## src/rtl/uart_resp_emulator.sv

```systemverilog
// Multi-channel RS-485 sensor reply emulator.
// Each channel answers a falling edge on its dRX strobe with a fixed-length
// UART frame: byte 0 is a per-channel frame counter, the rest a ramp.
module uart_resp_emulator #(
  parameter int NUM_CH    = 5,
  parameter int FRAME_LEN = 20,
  parameter int BIT_DIV   = 17,
  parameter int GAP_BITS  = 30,
  parameter int STOP_BITS = 2,
  parameter int STEP      = 10
) (
  input  logic              clk80MHz,
  input  logic              rst,
  input  logic [NUM_CH-1:0] en_mask,
  input  logic [NUM_CH-1:0] req_dRX,
  input  logic [NUM_CH-1:0] corrupt_stop,
  input  logic              ovr_clr,
  output logic [NUM_CH-1:0] uart_rx,
  output logic [NUM_CH-1:0] busy,
  output logic [NUM_CH-1:0] frame_done,
  output logic [NUM_CH-1:0] ovr
);

  localparam int GAP_CYC  = GAP_BITS * BIT_DIV;
  localparam int STOP_CYC = STOP_BITS * BIT_DIV;
  localparam int TMAX0    = (GAP_CYC > STOP_CYC) ? GAP_CYC : STOP_CYC;
  localparam int TMAX     = (TMAX0 > BIT_DIV) ? TMAX0 : BIT_DIV;
  localparam int TW       = $clog2(TMAX + 1);

  localparam logic [TW-1:0] T_GAP      = TW'(GAP_CYC - 1);
  localparam logic [TW-1:0] T_BIT      = TW'(BIT_DIV - 1);
  localparam logic [TW-1:0] T_STOP     = TW'(STOP_CYC - 1);
  localparam logic [TW-1:0] T_LASTSTOP = TW'(BIT_DIV);
  localparam logic [TW-1:0] T_ONE      = TW'(1);
  localparam logic [7:0]    LAST_BYTE  = 8'(FRAME_LEN - 1);
  localparam logic [7:0]    STEP8      = 8'(STEP);

  typedef enum logic [2:0] {
    IDLE,
    GAP,
    START,
    DATA,
    STOP,
    DONE
  } state_t;

  for (genvar i = 0; i < NUM_CH; i++) begin : g_ch
    logic          s1, s2, s3, fall;
    state_t        state, state_n;
    logic [TW-1:0] timer, timer_n;
    logic [2:0]    bit_idx, bit_n;
    logic [7:0]    byte_idx, byte_n;
    logic [7:0]    ramp, ramp_n;
    logic [7:0]    tx, tx_n;
    logic [7:0]    fcnt, fcnt_n;
    logic          corr, corr_n;
    logic          line_q, line_n;
    logic          busy_q, done_q;
    logic          ovr_q, ovr_n;

    // Two-flop synchroniser plus a delayed copy for falling-edge detection.
    always_ff @(posedge clk80MHz or posedge rst) begin
      if (rst) begin
        s1 <= 1'b0;
        s2 <= 1'b0;
        s3 <= 1'b0;
      end else begin
        s1 <= req_dRX[i];
        s2 <= s1;
        s3 <= s2;
      end
    end

    assign fall = s3 & ~s2;

    // Next-state, bit timer, byte sequencing and registered line value.
    always_comb begin
      state_n = state;
      timer_n = timer;
      bit_n   = bit_idx;
      byte_n  = byte_idx;
      ramp_n  = ramp;
      tx_n    = tx;
      fcnt_n  = fcnt;
      corr_n  = corr;
      case (state)
        IDLE: begin
          if (fall && en_mask[i]) begin
            state_n = GAP;
            timer_n = T_GAP;
            corr_n  = corrupt_stop[i];
            byte_n  = '0;
            ramp_n  = '0;
          end
        end
        GAP: begin
          if (timer == '0) begin
            state_n = START;
            timer_n = T_BIT;
            tx_n    = fcnt;
          end else begin
            timer_n = timer - T_ONE;
          end
        end
        START: begin
          if (timer == '0) begin
            state_n = DATA;
            timer_n = T_BIT;
            bit_n   = '0;
          end else begin
            timer_n = timer - T_ONE;
          end
        end
        DATA: begin
          if (timer == '0) begin
            if (bit_idx == 3'd7) begin
              state_n = STOP;
              timer_n = T_STOP;
            end else begin
              bit_n   = bit_idx + 3'd1;
              timer_n = T_BIT;
            end
          end else begin
            timer_n = timer - T_ONE;
          end
        end
        STOP: begin
          if (timer == '0) begin
            if (byte_idx == LAST_BYTE) begin
              state_n = DONE;
            end else begin
              state_n = START;
              timer_n = T_BIT;
              byte_n  = byte_idx + 8'd1;
              ramp_n  = ramp + STEP8;
              tx_n    = ramp + STEP8;
            end
          end else begin
            timer_n = timer - T_ONE;
          end
        end
        DONE: begin
          state_n = IDLE;
          fcnt_n  = fcnt + 8'd1;
        end
        default: state_n = IDLE;
      endcase

      // Set wins over clear when both happen in the same cycle.
      if (fall && (state != IDLE))
        ovr_n = 1'b1;
      else if (ovr_clr)
        ovr_n = 1'b0;
      else
        ovr_n = ovr_q;

      // Line follows the next state so the registered output is aligned with it.
      case (state_n)
        START:   line_n = 1'b0;
        DATA:    line_n = tx_n[bit_n];
        STOP:    line_n = ~(corr_n && (byte_n == LAST_BYTE) && (timer_n < T_LASTSTOP));
        default: line_n = 1'b1;
      endcase
    end

    // Channel state and output registers.
    always_ff @(posedge clk80MHz or posedge rst) begin
      if (rst) begin
        state    <= IDLE;
        timer    <= '0;
        bit_idx  <= '0;
        byte_idx <= '0;
        ramp     <= '0;
        tx       <= '0;
        fcnt     <= '0;
        corr     <= 1'b0;
        line_q   <= 1'b1;
        busy_q   <= 1'b0;
        done_q   <= 1'b0;
        ovr_q    <= 1'b0;
      end else begin
        state    <= state_n;
        timer    <= timer_n;
        bit_idx  <= bit_n;
        byte_idx <= byte_n;
        ramp     <= ramp_n;
        tx       <= tx_n;
        fcnt     <= fcnt_n;
        corr     <= corr_n;
        line_q   <= line_n;
        busy_q   <= (state_n != IDLE);
        done_q   <= (state_n == DONE);
        ovr_q    <= ovr_n;
      end
    end

    assign uart_rx[i]    = line_q;
    assign busy[i]       = busy_q;
    assign frame_done[i] = done_q;
    assign ovr[i]        = ovr_q;
  end

endmodule

```

## config.mk

```make
export PLATFORM = sky130hd
export DESIGN_NAME = uart_resp_emulator
export DESIGN_NICKNAME = d
export VERILOG_FILES = /design/src/rtl/uart_resp_emulator.sv
export SDC_FILE = /design/constraint.sdc
export NUM_CORES = 1
export LEC_CHECK = 0
export ABC_AREA = 0
export CAP_MARGIN = 20
export CORE_ASPECT_RATIO = 0.75
export CORE_MARGIN = 1.5
export CORE_UTILIZATION = 58
export DETAILED_ROUTE_END_ITERATION = 10
export DONT_BUFFER_PORTS = 1
export HOLD_SLACK_MARGIN = 0.1
export PLACE_DENSITY = 0.73
export SYNTH_ARGS = -nofsm -noshare
export SYNTH_HDL_FRONTEND = slang
export SYNTH_SLANG_ARGS = --single-unit
export TNS_END_PERCENT = 1
```

## constraint.sdc

```tcl
create_clock -name clk80MHz -period 8.64 [get_ports clk80MHz]
set_input_delay 1.296 -clock clk80MHz [delete_from_list [all_inputs] [get_ports clk80MHz]]
set_output_delay 1.296 -clock clk80MHz [all_outputs]
set_load 0.01 [all_outputs]
```

==> impl_results.md <==
* WP data arrival at 4.23 ns
* Critical Path RT at 9.08 ns
* Detailed Route Iter0 Violations at 1,345
* Setup WS pre-CTS at ~5 ns
* Reg-to-reg endpoint: g_ch[0].line_q
* Total wire length at between 30 and 40 mm
* Yosys warnings at 0
* Initial antenna violation count at 0
* Ant. Diodes at 0
* Area grow syn2layout at 6.77%
* Post-synth ARST share at 1.00
* Routed len/inst at 19.3 um
* Final period util at 0.439
* Crit-path max FO at 14
* Total net switching power at 1.02 mW
* Crit path time final at about 3.8 ns
* Hold_sp: g_ch[1].s1
* R2R Path Start: g_ch[0].timer[0]
* Num CTS Buffers at 27
* # DRC at 0
* Clk slew on worst S/H paths at 0.06 ns
* HP Class: reg2reg
* Global-route wire length before repair at 61.6 mm
* Initial DRT Pass Iterations at 6
* Final Max Slew Viols at 0
* Postcts setup bufs at 0
* Grt ovf at 0
* Post-synth top flop: dfrtp_1
* CTS tree: built
* Vias in the first global route at 11.8k
* Max Cap Viol at 0
* Number of synthesized flops with an enable pin at 0
* Fin. Hold Viols at 0
* Endpoint kind of the worst setup timing path: register
* Gate power share at 0.164
* Power share of the clock group at 0.362
* Die Width at 189 um
* Avg Vias per Cell at 6.72
* Pwr dens at around 210 nW/um2
* Worst-Margin Slew at 0.994 ns
* Number of I/O port buffers at 0
* Worst Hold Path EP: g_ch[1].s2
* Mapped Cells at 1,619
* Setup TNS at 0 ns
* Resized cells post-CTS at 0
* H-tree levels at 1
* Syn avg cell area at 9.31 um2
* Clk_lat worst skew at 0.54 ns
* Worst setup SP type: register
* Post-DRT Antenna Nets at 0
* Sequential share of the synthesized area at 0.449
* Leading area contributor after synthesis: dfrtp_1
* Cell area after synthesis at 15,100 um2
* Post-route worst setup slack at ~4.9 ns
* Die H at 143 um
* CTS Buffer Depth at 3
* Final HPWL DP at 26.0 mm
* GRT Total Usage at 0.278
* Die Footprint at 27,000 um2
* Worst r2r path cells at 10
* Clock sinks at 270
* FMAX at approximately 260 MHz
* Largest net degree at the start of global routing at 160
* Final clock skew at between 0.015 and 0.02 ns
* Fraction of layout cells with a size suffix above 1 at 0.0679
* Filler Cell Count at between 2k and 2.5k
* Status: finished, final reports clean
* Slew HR at 0.336
* Final Util at 0.638
* Hold Crit Depth at 0
* Pint at 2.34 mW
* RD Place Congestion at 1.02
* Reg2Reg Setup Slack at 4.85 ns
* Share of Yosys cell area claimed by the top area cell type at 0.440
* DR vias at 13.0k
* Final setup fails at 0
* I/O Pins at 38
* Root Buffer: clkbuf_16
* Initial Util at 0.598
* LEAKAGE at 6.85 nW
* Post-Syn Nets at approximately 1.7k
* Num rows at 50
* Setup CP Type: reg2reg
* Core area at ~25,000 um2
* Yosys reg bits at 270
* RSZ-0062 raised after global routing: no
* Cell variety after synth at between 80 and 90
* Sequential power share at 0.474
* Hold buffer count at CTS at 0
* Max IR drop VDD at 0.000177 V
* Sw frac at 0.303
* Nets at roughly 1.6k
* Ranking of synthesized cells by area: dfrtp_1 44%, nand2_1 4.6%, o21ai_0 4.5%
registers in the layout (all words and copies together), names as in the netlist:
| name | cells |
|---|---|
| g_ch.s2 | 5 |
| g_ch.busy_q | 5 |
| g_ch.done_q | 5 |
| g_ch.tx | 40 |
| g_ch.ramp | 35 |
| g_ch.timer | 45 |
| g_ch.state | 15 |
| g_ch.fcnt | 40 |
| g_ch.bit_idx | 15 |
| g_ch.byte_idx | 40 |
| g_ch.s3 | 5 |
| g_ch.ovr_q | 5 |
| g_ch.line_q | 5 |
| g_ch.corr | 5 |
| g_ch.s1 | 5 |
worst max-delay path: stages, from the launching register on:
cell	delay (ns)
dfrtp_1	0.42
inv_1	0.09
ha_1	0.24
or4b_2	0.66
nor2_1	0.74
and4_1	0.36
a21oi_1	0.10
a21oi_1	0.18
or4b_2	0.61
nor3b_1	0.19
a31oi_1	0.11
stage by stage:
stage	hold slack [ns]	instance area (um2)	total power, mW	cells
detailed placement	0.336	15200	2.13	1880
global route	0.359	16100	3.52	1929
CTS	0.351	16100	3.36	1929
global placement	0.332	15200	2.12	1880
floorplan	0.331	15100	1.99	1619
finish	0.350	16100	3.36	1929
layout by cell type (no fill, tap or decap), drive strengths merged, types with 10 or more instances in the layout:
cell    synthesis  routed
o31ai          22      22
nor3b          13      13
nand4          39      39
nor2b          17      17
ha             29      29
a211o          10      10
a22o           14      14
nor2          100     100
a211oi         11      11
nor4b          15      15
nor4           26      26
nand3b         13      13
and3           31      31
nand2         183     183
inv            56      56
dfrtp         265     265
a21o           17      17
xor2           24      24
mux2           19      19
mux2i          12      12
xnor2          40      40
o21ai         139     139
a31oi          32      32
a21oi          50      50
clkbuf         61      43
o211ai         15      15
a221o          12      12
and2           13      13
nor3           42      42
o21a           16      16
nand3          54      54
or3            24      24
nand2b         12      12
worst max-delay path by stage:
| stage | start | endpoint | depth (start not counted) |
|---|---|---|---|
| after floorplan | rst | g_ch[0].bit_idx[0] | 1 |
| after global placement | g_ch[0].timer[0] | g_ch[0].line_q | 10 |
| after detailed placement | g_ch[0].timer[0] | g_ch[0].line_q | 10 |
| after CTS | g_ch[0].timer[0] | g_ch[0].line_q | 10 |
| after global routing | g_ch[0].timer[0] | g_ch[0].line_q | 10 |
| final | g_ch[0].timer[0] | g_ch[0].line_q | 10 |
power by group through the flow:
| stage | clock, mW | sequential [mW] | combinational, mW |
|---|---|---|---|
| 2_1_floorplan | 0 | 1.51 | 0.478 |
| 3_3_place_gp | 0 | 1.60 | 0.526 |
| 3_5_place_dp | 0 | 1.60 | 0.532 |
| 4_1_cts | 1.25 | 1.58 | 0.536 |
| 5_1_grt | 1.30 | 1.61 | 0.610 |
| 6_report | 1.22 | 1.59 | 0.550 |
Yosys cell counts, types with 16 or more instances:
library cell,number
nand3_1,54
dfrtp_1,265
nor3_1,42
inv_1,56
o21ai_0,136
nand4_1,39
a31oi_1,32
mux2_2,19
nor2_1,100
a21o_1,17
o31ai_1,22
clkbuf_1,61
xor2_1,24
buf_4,20
nor2b_1,17
and3_1,31
xnor2_1,40
nand2_1,183
ha_1,29
or3_1,23
nor4_1,25
a21oi_1,50
o21a_1,16
cell families after synthesis:
logic type	after synthesis	share of synthesized area
compound gates	451	0.203
xor+xnor	64	0.0372
fa+ha+maj	29	0.0241
buf+inv	142	0.0413
flops	270	0.449
mux	31	0.0222
simple gates	632	0.223
layout make-up:
type,instances,area (um2),share of cell area
multi-input cells,1207,7680,0.478
repair buffers,9,80.1,0.00498
flip-flops and latches,270,6760,0.420
clock inverters,6,109,0.00677
inverters,56,214,0.0133
well taps,338,423,0.0263
clock buffers,43,816,0.0507
metal layers:
metal	vias to the layer above	global-route usage	part of all wire
met3	79	0.0424	0.091
met5	-	0	0
met4	0	0.0610	0.019
li1	5973	-	-
met2	645	0.390	0.42
met1	6261	0.448	0.47
(Power assumes the default switching activity.)
